### src/rtl/shift_seq.sv
// Multi-cycle shifter: loads an 8-bit operand and applies up to 7 single-bit shifts, one per clock, behind a START/BUSY/DONE handshake.
// Optional feature macro: SHIFT_SEQ_ROTATE_EN adds the ROT port (9-bit rotate through carry).
module shift_seq #(
   parameter int DELAY_RISE = 0,
   parameter int DELAY_FALL = 0
) (
   input  logic       CLK,
   input  logic       RST,
   input  logic       START,
   input  logic [1:0] OP_SEL,
   input  logic [2:0] COUNT,
   input  logic [7:0] VALUE_IN,
`ifdef SHIFT_SEQ_ROTATE_EN
   input  logic       ROT,
`endif
   output logic [7:0] VALUE_OUT,
   output logic       CARRY_OUT,
   output logic       BUSY,
   output logic       DONE
);

   typedef enum logic [1:0] {
      ST_IDLE  = 2'd0,
      ST_SHIFT = 2'd1,
      ST_DONE  = 2'd2
   } state_t;

   state_t     state_q, state_d;
   logic [7:0] value_q, value_d;
   logic       carry_q, carry_d;
   logic [2:0] remaining_q, remaining_d;
   logic       left_q, left_d;
   logic       fill;

   // Delays only matter to gate-level simulation; this RTL is zero-delay.
   if (DELAY_RISE < 0 || DELAY_FALL < 0) begin : g_negative_delay
   end

`ifdef SHIFT_SEQ_ROTATE_EN
   logic rot_q, rot_d;
   assign fill = rot_q ? carry_q : 1'b0;
`else
   assign fill = 1'b0;
`endif

   always_comb begin
      state_d     = state_q;
      value_d     = value_q;
      carry_d     = carry_q;
      remaining_d = remaining_q;
      left_d      = left_q;
`ifdef SHIFT_SEQ_ROTATE_EN
      rot_d       = rot_q;
`endif
      case (state_q)
         ST_IDLE, ST_DONE: begin
            if (START) begin
               carry_d     = 1'b0;
               left_d      = ~OP_SEL[0];
               remaining_d = COUNT;
`ifdef SHIFT_SEQ_ROTATE_EN
               rot_d       = ROT;
`endif
               value_d     = (OP_SEL == 2'b00) ? 8'h00 : VALUE_IN;
               state_d     = (OP_SEL[1] && COUNT != 3'd0) ? ST_SHIFT : ST_DONE;
            end else begin
               state_d = ST_IDLE;
            end
         end
         ST_SHIFT: begin
            if (left_q) begin
               carry_d = value_q[7];
               value_d = {value_q[6:0], fill};
            end else begin
               carry_d = value_q[0];
               value_d = {fill, value_q[7:1]};
            end
            remaining_d = remaining_q - 3'd1;
            if (remaining_q == 3'd1) begin
               state_d = ST_DONE;
            end
         end
         default: state_d = ST_IDLE;
      endcase
   end

   // Reset abandons any operation in flight and clears the visible result.
   always_ff @(posedge CLK) begin
      if (RST) begin
         state_q     <= ST_IDLE;
         value_q     <= 8'h00;
         carry_q     <= 1'b0;
         remaining_q <= 3'd0;
         left_q      <= 1'b0;
`ifdef SHIFT_SEQ_ROTATE_EN
         rot_q       <= 1'b0;
`endif
      end else begin
         state_q     <= state_d;
         value_q     <= value_d;
         carry_q     <= carry_d;
         remaining_q <= remaining_d;
         left_q      <= left_d;
`ifdef SHIFT_SEQ_ROTATE_EN
         rot_q       <= rot_d;
`endif
      end
   end

   assign VALUE_OUT = value_q;
   assign CARRY_OUT = carry_q;
   assign BUSY      = (state_q == ST_SHIFT);
   assign DONE      = (state_q == ST_DONE);

endmodule

### config.mk
export PLATFORM = sky130hd
export DESIGN_NAME = shift_seq
export DESIGN_NICKNAME = d
export VERILOG_FILES = /design/src/rtl/shift_seq.sv
export SDC_FILE = /design/constraint.sdc
export NUM_CORES = 1
export LEC_CHECK = 0
export ABC_AREA = 1
export ABC_CLOCK_PERIOD_IN_PS = 1350
export CORE_MARGIN = 8
export CORE_UTILIZATION = 45
export CTS_CLUSTER_DIAMETER = 60
export DETAILED_ROUTE_END_ITERATION = 6
export GPL_TIMING_DRIVEN = 0
export PLACE_DENSITY = 0.78
export SLEW_MARGIN = 20
export SYNTH_ARGS = -nofsm -noshare
export SYNTH_HDL_FRONTEND = slang
export SYNTH_SLANG_ARGS = --single-unit
### constraint.sdc
create_clock -name CLK -period 1.35 [get_ports CLK]
set_input_delay 0.27 -clock CLK [delete_from_list [all_inputs] [get_ports CLK]]
set_output_delay 0.27 -clock CLK [all_outputs]
set_load 0.05 [all_outputs]
==> run metrics <==
Total GRT Usage=a little over an eighth; final hold viol count=0; mapped cell area=between 800 and 900 sq um; Core Region=1750 sq um; Via density=just under 5; Max Slew Vio Count=0; Mapped Avg Cell Area=around 6.3 sq um; Post-Syn Instances=approximately 130; Net Sw Frac=a little under two fifths; setup TNS=-0.0349 ns; largest family of logic cells by synthesized area=simple AND/OR/NAND/NOR gates; H-tree levels=1; largest net degree at the start of global routing=11; register area=between 300 and 400 sq um; outcome=complete, but fails checks; synthesis-to-finish area growth=37.8%; Synth warnings=0; antenna viol nets, final=0; Die Width=59.4 um; Die Y=approximately 60 um; Distinct cells, synth=16; dpl hpwl=1710 um; Peak VDD IR=approximately 0.00073 V; Num CTS Buffers=3; synthesis-stage register bit count=15; most frequent cells in the layout=nand2_1 (36), nor2_1 (20), clkdlybuf4s50_1 (15), dfxtp_1 (14), nand3_1 (12); setup ws final=-0.0349 ns; Multi-input gate area=455 sq um; Ant. Diodes=0; first-pass GRT wire length=3810 um; crit end category=output pin; mux cell area share after synthesis=0%; DR iter-0 viols=20; Die ar.=between 3000 and 4000 sq um; Ports=27; CTS tree=built; initial core utilization=roughly half; fraction of layout cells with a size suffix above 1=a little under a fifth; RSZ-0062 raised after global routing=true; WS Path Type=flop to output pin; vias in the first global route=roughly 900; Clock Skews=~0.0015 ns; Hold Crit Class=flop to flop; Post-Synth XOR/XNOR Area=0%; fill count=170; final period utilization=103%; power share of the combinational group=35.8%; Pint=between 700 and 800 uW; worst-case clock buffer depth=2; Post-Synth Adder-Cell Area=roughly 3.0%; I/O Buffers=26; PwrDens=about 1000 nW/um^2; Required @ worst endpoint=1.08 ns; static leakage=around 0.00052 uW; Final min period=between 1 and 1.5 ns; initial antenna violation count=0; fin nets=187; post-route cell area=around 1200 sq um; Skew-Pair Late Insertion Delay=around 0.28 ns; Max-slew headroom=roughly three quarters; global route overflow=0; Synth Net Count=roughly 150; CTS root buf=clkbuf_4; sequential element share of the synthesized area=35.5%; Synth Area in Compound Gates=between 10 and 15%; via count=between 900 and 1000; crit path DAT=approximately 1.1 ns; row count=15; drt pass-1 iters=4; CP startpoint kind=flop; RePlAce Congestion=approximately 0.81; Critical Path Fanout Max=7; Clock Sinks=15; post-synthesis simple-gate area fraction=a little over a third; clock transition at the registers of the reported paths=approximately 0.090 ns; final setup vio count=1; commonest non-fill, non-tap cell in the layout=nand2_1; DRC Markers=0; worst hold slack=0.491 ns; Slew @ Worst Pin=roughly 0.38 ns; Flop pwr share=43.1%; Total Wirelength=approximately 2300 um; Clock Power Share=a little over a fifth; Switch Pwr=around 450 uW; cell area after placement=~1100 sq um; violated checks=setup timing; f_max=~720 MHz; max_cap viols=0; per-cell routed wire length=11.8 um; Post-Route Utilization=around 67%
==> state kept, by name, indices dropped and copies added (netlist names) <==
register,flops
remaining_q,3
VALUE_OUT,8
left_q,1
state_q,2
CARRY_OUT,1
==> Yosys cell counts <==
| cell type | instances | share of area, % |
|---|---|---|
| a21oi_1 | 7 | 4.1 |
| buf_2 | 1 | 0.59 |
| buf_6 | 2 | 2.7 |
| clkinv_1 | 6 | 2.7 |
| dfxtp_1 | 15 | 35 |
| ha_1 | 2 | 3.0 |
| inv_1 | 5 | 2.2 |
| inv_2 | 6 | 2.7 |
| nand2_1 | 36 | 16 |
| nand2_2 | 2 | 1.5 |
| nand2_4 | 1 | 1.3 |
| nand3_1 | 12 | 7.1 |
| nor2_1 | 20 | 8.9 |
| nor2_4 | 1 | 1.3 |
| o21ai_0 | 11 | 6.5 |
| o21ai_1 | 7 | 4.1 |
==> final timing paths <==
| check | to | depth (start not counted) | startpoint | slack [ns] |
|---|---|---|---|---|
| setup / recovery | BUSY | 4 | state_q[0] | -0.03 |
| hold / removal | CARRY_OUT | 2 | CARRY_OUT | 0.49 |
| setup reg to reg | VALUE_OUT[3] | 5 | state_q[0] | 0.19 |
| hold reg to reg | CARRY_OUT | 2 | CARRY_OUT | 0.49 |
==> final cells by class <==
class / count / share of cell area, %
tap: 25 / 2.68
multi-input combinational: 99 / 39.0
clock buffer: 4 / 2.25
inverter: 17 / 5.68
buffer: 3 / 2.36
sequential: 15 / 25.8
timing repair buffer: 30 / 22.2
==> logic make-up after synthesis <==
| kind of cell | count (synthesis) |
|---|---|
| AO/OA/AOI/OAI | 25 |
| adder cells (fa/ha/maj) | 2 |
| flip-flops | 15 |
| buffers and inverters | 20 |
| AND/OR/NAND/NOR | 72 |
==> what timing repair did <==
| item | in CTS | in global routing |
|---|---|---|
| setup buffers | 0 | 4 |
| endpoints found under the setup margin | 11 | 9 |
| endpoints found under the hold margin | 0 | 0 |
| gates resized for setup | 44 | 14 |
| hold buffers | 0 | 0 |
==> critical path, stage by stage, from the launching register on <==
cell and delay [ns]:
dfxtp_2 0.37, inv_4 0.05, nor2_4 0.13, buf_6 0.15, buf_8 0.14
==> layer usage <==
layer / GRT usage (%) / part of all wire [%] / wire length (um) / vias to the layer above
li1: - / - / - / 492
met1: 15.3 / 45 / 1020 / 415
met2: 23.4 / 49 / 1120 / 17
met3: 4.12 / 4.4 / 100 / 4
met4: 4.10 / 1.4 / 31 / 0
met5: 0 / 0 / 0 / -
==> metrics by stage <==
step / std cells / worst slack (ns) / total power, uW
after CTS: 189 / -0.0683 / 1220
after global placement: 185 / -0.449 / 961
after global routing: 193 / -0.0939 / 1290
after detailed placement: 185 / -0.458 / 969
after floorplan: 134 / 0.0167 / 811
final: 193 / -0.0349 / 1210
==> power by group through the flow <==
stage | logic (uW) | registers [uW] | clock network (uW)
finish | 433 | 521 | 256
global route | 477 | 528 | 287
CTS | 433 | 522 | 268
detailed placement | 438 | 531 | 0
global placement | 430 | 531 | 0
floorplan | 194 | 617 | 0
Power figures use the tool's default switching activity.
==> patch: new RTL, config.mk and constraints unchanged <==
The 3 states of `state_t` get a one-hot encoding in 3 bits.
--- a/src/rtl/shift_seq.sv
+++ b/src/rtl/shift_seq.sv
@@ -19,10 +19,10 @@
    output logic       DONE
 );
 
-   typedef enum logic [1:0] {
-      ST_IDLE  = 2'd0,
-      ST_SHIFT = 2'd1,
-      ST_DONE  = 2'd2
+   typedef enum logic [2:0] {
+      ST_IDLE  = 3'b001,
+      ST_SHIFT = 3'b010,
+      ST_DONE  = 3'b100
    } state_t;
 
    state_t     state_q, state_d;
Check against the original RTL: no difference found for any inputs over 10 cycles, from zero or initial values and one cycle with RST high; not proved beyond that.
==> patch against the unedited design <==
  * First-iteration DRC count rose by 60%
  * Power rose by 7.8%
  * Sequential cell count rose by 1
  * Critical path type unchanged
  * Maximum frequency rose by 5.4%
  * Wire length rose by 21%
  * Sequential power rose by 5.8%
  * Count of clock-buffer cells in the layout did not move
  * Largest cell class unchanged
  * Clock skew rose by 2.8 ps
  * Area after synthesis rose by 15%
  * Worst setup slack improved by 71 ps
  * Cell area rose by 14%
==> patch: results (changes against the unedited design) <==
Peak VDD IR 689 uV (-5.9%); first-pass GRT wire length 4580 um (+20%); final net count 212 (+13%); clk buf depth 2 (unchanged); crit path max fanout 3 (-4); depth of the CTS H-tree 1 (unchanged); GPL Wtd Cong 0.904 (+12%); GRT Total Usage 14.0% (+0.53 points); list of most frequent post-synthesis cells nand2_1 (51), nor2_1 (24), nand3_1 (23); Num CTS Buffers 3 (unchanged); Synth async-reset ratio 0% (unchanged); dominant cells by area after synthesis dfxtp_1 (33%), nand2_1 (20%), nand3_1 (12%), nor2_1 (9.2%), inv_1 (6.9%); max incr delay on CP 380 ps; Synth Flop Type dfxtp_1; Setup Skew 4.21 ps (+2.76 ps); Clock transition at path regs roughly 100 ps; switching component of the power 0.467 mW (+3.4%); Worst path top cell family by delay buffers and inverters; number of port buffers 26 (unchanged); Via-to-Cell Ratio 4.90 (+2.0%); Worst Path Arrival 1040 ps (-70 ps); vias in the first global route 1025 (+11%); Clock Latency Late Sink roughly 290 ps; final WL 2740 um (+21%); hpwl dp 1980 um (+16%); mux contribution to synthesized area 0% (unchanged); worst-margin pin slew 285 ps (-91.9 ps); library cells used by synthesis 19 (+3); initial antenna violation count 0 (unchanged); Critical-path top delay cell clkdlybuf4s18_2; Slew Viols, Final 0 (unchanged); initial DRC count 32 (+60%); Synth Area in XOR/XNOR 0% (unchanged); Synth Area in Compound Gates 7.06% (-7.7 points); root buf cell clkbuf_4; Largest register FFs 8 (unchanged); layout cells sized above 1 18.7% (-0.39 points); adder-cell share of the synthesized area 2.57% (-0.39 points); Ys Warns 0 (unchanged); drt first pass iters 4 (unchanged); n_diodes 0 (unchanged); P_leak 0.645 nW (+23%); Worst Hold Class register to register; post-synthesis sequential area ratio 32.9% (-2.6 points); largest net degree at the start of global routing 11 (unchanged); status finished clean; syn_nets 180 (+18%)
patch: path summary, 6_finish.rpt:
path / startpoint / to / slack [ps] / depth (start not counted)
max: VALUE_OUT[2] / VALUE_OUT[2] / 40 / 1
min: CARRY_OUT / CARRY_OUT / 500 / 2
max reg2reg: state_q[0] / remaining_q[1] / 170 / 8
min reg2reg: CARRY_OUT / CARRY_OUT / 500 / 2
patch: routing by layer:
metal | GRT usage (%) | vias to the layer above | wire [um]
li1 | - | 568 | -
met1 | 16.9 | 476 | 1180
met2 | 23.2 | 34 | 1350
met3 | 3.23 | 6 | 176
met4 | 6.27 | 0 | 39
met5 | 0 | - | 0
patch: per-stage QoR:
step	area, sq um	instances	hold WS [ps]	setup TNS [ps]	setup slack, ps
3_3_place_gp	1270	216	485	-4070	-455
4_1_cts	1340	221	508	0	6.07
3_5_place_dp	1270	216	487	-4320	-482
5_1_grt	1330	221	533	-19.7	-19.7
6_report	1330	221	503	0	36.2
2_1_floorplan	980	162	332	-17.2	-17.2
patch: repair_timing:
action | in CTS | in global routing
gates cloned | 0 | 0
pin swaps | 1 | 1
setup endpoints to repair | 11 | 14
resized for setup | 44 | 17
endpoints found under the hold margin | 0 | 0
buffers inserted | 1 | 1
patch: power by group through the flow:
stage,clock [mW],combinational (mW),sequential [mW]
after detailed placement,0,0.431,0.560
final,0.333,0.420,0.551
after CTS,0.335,0.427,0.550
after global routing,0.366,0.467,0.556
after global placement,0,0.424,0.558
after floorplan,0,0.201,0.642
patch: final cells by class:
cell class,count,area (sq um)
Fill cell,210,800
Multi-Input combinational cell,120,544
Sequential cell,16,324
Timing Repair Buffer,28,267
Inverter,19,73.8
Buffer,6,47.5
Clock buffer,4,36.3
Tap cell,28,35.0
